## src/rtl/imm_extend_pipe.sv

```systemverilog
// Two-stage valid/ready pipeline that widens an immediate field by zero/sign
// extension, sign-extend-and-shift, or sign-extend-and-negate.
module imm_extend_pipe #(
   parameter int IN_W  = 2,
   parameter int OUT_W = 8,
   parameter int SHIFT = 1,
   parameter int CNT_W = 8
) (
   input  logic             clk,
   input  logic             reset,
   input  logic             in_valid,
   output logic             in_ready,
   input  logic [IN_W-1:0]  in_data,
   input  logic [1:0]       in_mode,
   output logic             out_valid,
   input  logic             out_ready,
   output logic [OUT_W-1:0] out_data,
   output logic [CNT_W-1:0] xfer_cnt
);

   localparam logic [OUT_W-1:0] ONE_W = OUT_W'(1);

   logic             s1_valid;
   logic [IN_W-1:0]  s1_data;
   logic [1:0]       s1_mode;
   logic             s2_valid;
   logic [OUT_W-1:0] s2_result;
   logic [CNT_W-1:0] cnt_reg;

   logic             s1_en;
   logic             s2_en;
   logic [OUT_W-1:0] sx;
   logic [OUT_W-1:0] zx;
   logic [OUT_W-1:0] ext_next;

   assign s2_en     = !s2_valid || out_ready;
   assign s1_en     = !s1_valid || s2_en;
   assign in_ready  = s1_en;
   assign out_valid = s2_valid;
   assign out_data  = s2_result;
   assign xfer_cnt  = cnt_reg;

   // Low bits pass straight through; upper bits are either the sign bit or zero.
   genvar gi;
   generate
      for (gi = 0; gi < OUT_W; gi++) begin : g_ext
         if (gi < IN_W) begin : g_low
            assign sx[gi] = s1_data[gi];
            assign zx[gi] = s1_data[gi];
         end else begin : g_high
            assign sx[gi] = s1_data[IN_W-1];
            assign zx[gi] = 1'b0;
         end
      end
   endgenerate

   always_comb begin
      ext_next = zx;
      case (s1_mode)
         2'b01:   ext_next = sx;
         2'b10:   ext_next = sx << SHIFT;
         2'b11:   ext_next = ~sx + ONE_W;
         default: ext_next = zx;
      endcase
   end

   always_ff @(posedge clk) begin
      if (reset) begin
         s1_valid  <= 1'b0;
         s1_data   <= '0;
         s1_mode   <= '0;
         s2_valid  <= 1'b0;
         s2_result <= '0;
         cnt_reg   <= '0;
      end else begin
         if (s2_en) begin
            s2_valid <= s1_valid;
            if (s1_valid)
               s2_result <= ext_next;
         end
         if (s1_en) begin
            s1_valid <= in_valid;
            if (in_valid) begin
               s1_data <= in_data;
               s1_mode <= in_mode;
            end
         end
         if (s2_valid && out_ready)
            cnt_reg <= cnt_reg + 1'b1;
      end
   end

endmodule

```

## config.mk

```make
export PLATFORM = sky130hd
export DESIGN_NAME = imm_extend_pipe
export DESIGN_NICKNAME = d
export VERILOG_FILES = /design/src/rtl/imm_extend_pipe.sv
export SDC_FILE = /design/constraint.sdc
export NUM_CORES = 1
export LEC_CHECK = 0
export BUFFER_PORTS_ARGS = -buffer_cell sky130_fd_sc_hd__buf_4
export CAP_MARGIN = 20
export CELL_PAD_IN_SITES_DETAIL_PLACEMENT = 1
export CELL_PAD_IN_SITES_GLOBAL_PLACEMENT = 1
export CORE_AREA = 5 5 58 60
export CTS_CLUSTER_SIZE = 20
export DETAILED_ROUTE_END_ITERATION = 7
export DIE_AREA = 0 0 63 65
export GPL_TIMING_DRIVEN = 0
export PLACE_DENSITY = 0.71
export SLEW_MARGIN = 20
export SYNTH_ARGS = -nofsm -noshare
export SYNTH_HDL_FRONTEND = slang
export SYNTH_SLANG_ARGS = --single-unit
```

## constraint.sdc

```tcl
create_clock -name clk -period 1.4 [get_ports clk]
set_clock_uncertainty 0.1 [all_clocks]
set_input_delay 0.21 -clock clk [delete_from_list [all_inputs] [get_ports clk]]
set_output_delay 0.21 -clock clk [all_outputs]
set_load 0.05 [all_outputs]
```

==> results of run 1 <==
## power breakdown
group	total, mW	internal (mW)	switching [mW]	leakage [nW]
clock network	0.272	0.111	0.162	0.0150
logic	0.188	0.0707	0.117	0.317
registers	0.544	0.523	0.0206	0.152
total	1.00	0.705	0.299	0.484
## sequential cells by signal (all words and copies together), names as in the netlist
| name | cells |
|---|---|
| out_data | 4 |
| out_valid | 1 |
| s1_data | 2 |
| s1_mode | 2 |
| s1_valid | 1 |
| xfer_cnt | 8 |
## layout make-up
type | instances | area (um^2) | share of cell area [%]
Multi-Input combinational cell | 69 | 453 | 37.8
Sequential cell | 18 | 384 | 32.1
Timing Repair Buffer | 29 | 225 | 18.8
Buffer | 7 | 41.3 | 3.45
Tap cell | 33 | 41.3 | 3.45
Clock buffer | 4 | 26.3 | 2.19
Inverter | 6 | 26.3 | 2.19
## worst reg2reg max path: cells and delay by family (launching register included)
kind,cells,cell delay (ns)
and+or+nand+nor,2,0.67
DFF,1,0.39
AOI/OAI and AO/OA,1,0.16
## placed cells by master, fill, tap and decap left out, drive strengths merged
master,instances
nand3,8
or4,2
o211a,2
clkinvlp,1
nand2b,1
nor2,4
nor2b,2
nand4,2
ha,3
clkbuf,6
o2111ai,1
o21ai,8
and2,2
o31ai,2
or3,2
dfxtp,18
and3b,1
xor2,2
a21oi,15
a21bo,1
mux2,1
o211ai,1
nand2,6
inv,5
a211oi,3
buf,34
## kinds of logic after synthesis
| group | count (synthesis) | synth area share, % |
|---|---|---|
| muxes | 1 | 1.31 |
| xor gates and xnor gates | 2 | 2.04 |
| and+or+nand+nor | 30 | 19.2 |
| AOI/OAI and AO/OA | 33 | 23.2 |
| buffers and inverters | 14 | 7.87 |
| DFF | 18 | 42.0 |
| adders and majority gates | 3 | 4.37 |
## layer usage
metal  vias up  share of wire [%]
li1        424                  -
met1       406                 43
met2        10                 53
met3         2                3.0
met4         0               0.77
met5         -                  0
## how the worst min path moves through the flow
| stage | slack [ns] | to |
|---|---|---|
| finish | 0.07 | s1_mode[1]$_SDFFE_PP0P_ |
| global route | 0.05 | s1_mode[1]$_SDFFE_PP0P_ |
| CTS | 0.06 | s1_mode[1]$_SDFFE_PP0P_ |
| detailed placement | 0.39 | s1_mode[1]$_SDFFE_PP0P_ |
| global placement | 0.36 | xfer_cnt[7]$_SDFFE_PP0P_ |
| floorplan | 0.26 | s1_data[0]$_SDFFE_PP0P_ |
## timing repair
| action | CTS | global route |
|---|---|---|
| gates resized for setup | 6 | 6 |
| pin swaps | 1 | 3 |
| hold buffers | 0 | 0 |
| setup buffers | 4 | 1 |
| endpoints found under the setup margin | 2 | 4 |
## stage by stage
stage,area (um^2),instances,hold slack (ns),setup TNS [ns],setup WS (ns)
6_report,1200,166,0.0714,-0.0674,-0.0674
3_3_place_gp,1110,158,0.362,-0.0186,-0.0186
4_1_cts,1180,166,0.0599,-0.127,-0.127
2_1_floorplan,886,101,0.258,-0.252,-0.0631
5_1_grt,1200,166,0.0522,-0.180,-0.125
3_5_place_dp,1110,158,0.385,-0.0358,-0.0358
==> flow_metrics.tcl, run 1 <==
set metrics [dict create \
    most_common_cell_in_the_netlist "sky130_fd_sc_hd__dfxtp_1" \
    finalHoldViolCount 0 \
    grt_setup_unrepaired "true" \
    clk_pin_slew_ns 0.11 \
    grt_first_pass_wirelength_um 3880 \
    leakage_power_nw 0.484 \
    floorplan.die.height_um 65 \
    clock-root-buffer "sky130_fd_sc_hd__clkbuf_4" \
    cts-buffers-inserted 3 \
    post-layout-total-power_mw 1.00 \
    final_core_util_pct 41.6 \
    global_route.usage.met1_pct 13.1 \
    timing.critical_path.cells "and3b_2 -> clkinvlp_4 -> buf_8" \
    crit_path_cell_count 3 \
    peakVddDrop_mv 0.502 \
    critical_path.startpoint "out_valid$_SDFFE_PP0P_" \
    gr-usage-met3_pct 2.08 \
    cp_top_family "flip-flops" \
    core_um2 2880 \
    port_buffers 24 \
    timing.setup.critical_path_class "reg -> out" \
    number_of_nets_at_the_end_of_the_flow 145 \
    run_status "complete, but fails checks" \
    worst-slew-pin-transition_ns 0.541 \
    failing_checks "negative setup slack" \
    via_count_of_the_first_global_routing_pass 844 \
    drtPass1Iterations 4 \
    crit_path_end_kind "output pin" \
    timing.fmax_mhz 681 \
    postSynth.asyncResetShare_pct 0 \
    max-slew-margin-rel_pct 64.0 \
    synth_largest_type_area_fraction_pct 42.0 \
    global_route_met2_usage_pct 20.9 \
    ys_ff_latch 18 \
    remaining_drc_errors 0 \
    die_outline_area_um2 4100 \
    post_route_cells_drive_above_1_share_pct 40.6 \
    ys_seq_area_share_pct 42.0 \
    reg2regPathDepth 3 \
    slew_violations 0 \
    post_dp_hpwl_um 1690 \
    num_antenna_cells 0 \
    floorplan.rows 20 \
    synth_commonest_cells "sky130_fd_sc_hd__dfxtp_1, sky130_fd_sc_hd__a21oi_1, sky130_fd_sc_hd__o21ai_0, sky130_fd_sc_hd__nand3_1" \
    worst-r2r-setup-slack_ns 0.01 \
    antenna_found_initial 0 \
    cp.required_ns 1.09 \
    initialDrtViolationCount 12 \
    critPathCapture "in_ready" \
    period_minus_slack_ns 1.47 \
    start_kind "register" \
    timing.rr.end "xfer_cnt[7]$_SDFFE_PP0P_" \
    min_period_over_period_pct 105 \
    syn_area_um2 858 \
    count_of_maximum_capacitance_violations 0 \
    final.setup.worst_slack_ns -0.0674 \
    gp_congestion 0.749 \
    postRouteAntennaNets 0 \
    hold_depth 3 \
    critPathSlowestCell "sky130_fd_sc_hd__dfxtp_4" \
    synth_top_cell_by_area "sky130_fd_sc_hd__dfxtp_1" \
    setup_viol 1 \
    globalRouteOverflowTotal 0 \
    yosysWarningCount 0 \
    area.growth.synth_to_final_pct 39.5 \
    timing.critical_path.slowest_cell_delay_ns 0.39 \
    vias_after_detailed_routing 842 \
    worstReg2RegStart "out_valid$_SDFFE_PP0P_" \
    clock-sinks 18 \
    initial_core_utilization_pct 29.8 \
    post_synth_num_cell_types 28 \
    cts_max_level 1 \
    post_synth_main_area_contributors "sky130_fd_sc_hd__dfxtp_1, sky130_fd_sc_hd__a21oi_1, sky130_fd_sc_hd__o21ai_0, sky130_fd_sc_hd__ha_1, sky130_fd_sc_hd__nand3_1" \
    filler_cell_count 357 \
    biggest_fanout_along_the_worst_timing_path 5 \
    timing.hold.worst.class "in -> reg" \
    synth-main-ff-cell "sky130_fd_sc_hd__dfxtp_1" \
    boundaryPins 26 \
    synth_enable_flop_cells 0 \
    insertion_delay_of_the_later_clocked_pin_in_the_worst_skew_pair_ns 0.29 \
    netlist_instances 101 \
    worst_ep_arrival_time_ns 1.16 \
    pwrdens_nw_per_um2 838 \
    global_route.usage.total_pct 11.6 \
    worst-path-buf-inv 2 \
    synthesis.area_per_instance_um2 8.50 \
    grt_most_used_layer "met2" \
    tritoncts "built" \
    clock_tree.buffer_depth 2 \
    synth.net_count 112 \
    holdCritStartpoint "in_mode[1]" \
    avgRoutedWirePerCell_um 14.1 \
    postRouteWirelength_um 2340 \
    chipWidth_um 63 \
    largest_net_degree_at_the_start_of_global_routing 11 \
    avgViaCountPerCell 5.07 \
]
Note: power is estimated with default switching activity, not from simulation.
==> inputs of run 2 (changes only) <==
--- a/config.mk
+++ b/config.mk
@@ -5,15 +5,15 @@
 export SDC_FILE = /design/constraint.sdc
 export NUM_CORES = 1
 export LEC_CHECK = 0
+export ABC_CLOCK_PERIOD_IN_PS = 1400
 export BUFFER_PORTS_ARGS = -buffer_cell sky130_fd_sc_hd__buf_4
 export CAP_MARGIN = 20
 export CELL_PAD_IN_SITES_DETAIL_PLACEMENT = 1
 export CELL_PAD_IN_SITES_GLOBAL_PLACEMENT = 1
-export CORE_AREA = 5 5 58 60
+export CORE_AREA = 2 2 55 57
 export CTS_CLUSTER_SIZE = 20
 export DETAILED_ROUTE_END_ITERATION = 7
-export DIE_AREA = 0 0 63 65
-export GPL_TIMING_DRIVEN = 0
+export DIE_AREA = 0 0 57 59
 export PLACE_DENSITY = 0.71
 export SLEW_MARGIN = 20
 export SYNTH_ARGS = -nofsm -noshare
==> run 2 against run 1 <==
The flow still finishes with violations (negative setup slack); register-to-register slack hardly changed; sequential power decreased by 0.7%; first-iteration DRC count is 25% lower; critical endpoint unchanged; largest power group unchanged.
==> flow_metrics.tcl, run 2 (synthesized netlist as in run 1, its figures left out) <==
set metrics [dict create \
    number_of_nets_at_the_end_of_the_flow 139 \
    initial_core_utilization_pct 31.7 \
    remaining_drc_errors 0 \
    total_switching_power_mw 0.296 \
    min_period_over_period_pct 104 \
    pwrdens_nw_per_um2 843 \
    finalHoldViolCount 0 \
    insertion_delay_of_the_later_clocked_pin_in_the_worst_skew_pair_ns 0.29 \
    hold_slack_ns 0.0703 \
    post_route_cells_drive_above_1_share_pct 43.3 \
    final_core_util_pct 43.5 \
    filler_cell_count 319 \
    peakVddDrop_mv 0.477 \
    die_outline_area_um2 3360 \
    setup_viol 1 \
    postRouteAntennaNets 0 \
    global_route.usage.total_pct 14.1 \
    setup_total_negative_slack_ns -0.0577 \
    failing_checks "negative setup slack" \
    worst-slew-pin-transition_ns 0.313 \
    drtPass1Iterations 4 \
    boundaryPins 26 \
    period_minus_slack_ns 1.46 \
    cp.required_ns 1.09 \
    final_common_cell "sky130_fd_sc_hd__buf_4" \
    area.growth.synth_to_final_pct 37.3 \
    core_um2 2710 \
    clk_pin_slew_ns 0.11 \
    worst_ep_arrival_time_ns 1.15 \
    vias_after_detailed_routing 832 \
    slew_violations 0 \
    tritoncts "built" \
    clock_tree.buffer_depth 2 \
    cts_max_level 1 \
    num_antenna_cells 0 \
    run_status "complete, but fails checks" \
    chipWidth_um 57 \
    avgRoutedWirePerCell_um 13.8 \
    clock_network_fraction_of_total_power_pct 27.4 \
    p_comb_share_pct 18.3 \
    clock-sinks 18 \
    dp_cells 150 \
    seq_power_share_pct 54.3 \
    clock-root-buffer "sky130_fd_sc_hd__clkbuf_4" \
    grt_setup_unrepaired "true" \
    globalRouteOverflowTotal 0 \
    via_count_of_the_first_global_routing_pass 830 \
    count_of_maximum_capacitance_violations 0 \
    timing.fmax_mhz 686 \
    largest_net_degree_at_the_start_of_global_routing 20 \
    cts-buffers-inserted 3 \
    crit_path_end_kind "output pin" \
    postRouteWirelength_um 2180 \
    floorplan.die.height_um 59 \
    leakage_power_nw 0.469 \
    largest_reg_flops 8 \
    initialDrtViolationCount 9 \
    port_buffers 25 \
    timing.setup.critical_path_class "reg -> out" \
    finish.cell_count_without_fillers 158 \
    post_dp_hpwl_um 1500 \
    gp_congestion 0.732 \
    most_frequent_cells_in_the_layout "sky130_fd_sc_hd__buf_4, sky130_fd_sc_hd__a21oi_1, sky130_fd_sc_hd__o21ai_0, sky130_fd_sc_hd__dfxtp_1, sky130_fd_sc_hd__nand3_1" \
    sw_frac_of_total_pct 29.8 \
    cts_hold_buf 0 \
    preCtsSetupSlack_ns 0.0419 \
    biggest_fanout_along_the_worst_timing_path 3 \
    grt_first_pass_wirelength_um 3640 \
    avgViaCountPerCell 5.27 \
    max-slew-margin-rel_pct 79.1 \
    floorplan.rows 19 \
    timing.hold.worst.class "in -> reg" \
    internal_power_mw 0.698 \
    antenna_found_initial 0 \
    final.setup.worst_slack_ns -0.0577 \
    start_kind "register" \
]
run 2: cell types whose count changed in the layout (fill, tap and decap cells not counted), sizes merged:
cell    delta
buf        -4
clkbuf     -2
run 2: critical path: stages, from the launching register on:
cell and delay [ns]:
sky130_fd_sc_hd__dfxtp_4 0.36, sky130_fd_sc_hd__and3b_2 0.22, sky130_fd_sc_hd__clkinvlp_4 0.12, sky130_fd_sc_hd__buf_8 0.16
run 2: worst paths after layout:
path / startpoint / endpoint / slack [ns] / cells past startpoint
worst min-delay path: in_data[0] / s1_data[0]$_SDFFE_PP0P_ / 0.07 / 3
worst max register to register: out_valid$_SDFFE_PP0P_ / xfer_cnt[4]$_SDFFE_PP0P_ / 0 / 5
worst max-delay path: out_valid$_SDFFE_PP0P_ / in_ready / -0.06 / 3
worst min register to register: xfer_cnt[1]$_SDFFE_PP0P_ / xfer_cnt[1]$_SDFFE_PP0P_ / 0.40 / 2
run 2: cell type report:
cell class,instances,area (um^2),share of cell area (%)
flip-flops and latches,18,388,32.9
repair buffers,30,240,20.4
inverters,6,26.3,2.23
clock buffers,4,26.3,2.23
well taps,31,38.8,3.29
multi-input cells,69,459,39.0
run 2: power by group through the flow:
stage               clock (mW)  combinational [mW]  sequential (mW)
floorplan                    0              0.0876            0.585
global placement             0               0.167            0.554
detailed placement           0               0.169            0.556
CTS                      0.279               0.180            0.541
global route             0.312               0.195            0.544
finish                   0.272               0.182            0.540
run 2: layer usage:
| layer | vias up | wire length (um) | GRT usage, % |
|---|---|---|---|
| li1 | 407 | - | - |
| met1 | 411 | 909 | 16.2 |
| met2 | 12 | 1160 | 25.0 |
| met3 | 2 | 88 | 3.71 |
| met4 | 0 | 23 | 5.98 |
| met5 | - | 0 | 0 |
run 2: repair_timing:
action | 4_1_cts | 5_1_grt
gates cloned | 0 | 0
setup endpoints to repair | 1 | 7
pin swaps | 1 | 5
gates resized for setup | 4 | 10
setup buffers | 4 | 0
run 2: stage by stage:
step	total power, mW	cell area [um^2]
after detailed placement	0.724	1070
after global routing	1.05	1180
after CTS	1.00	1150
after floorplan	0.672	886
final	0.994	1180
after global placement	0.721	1070
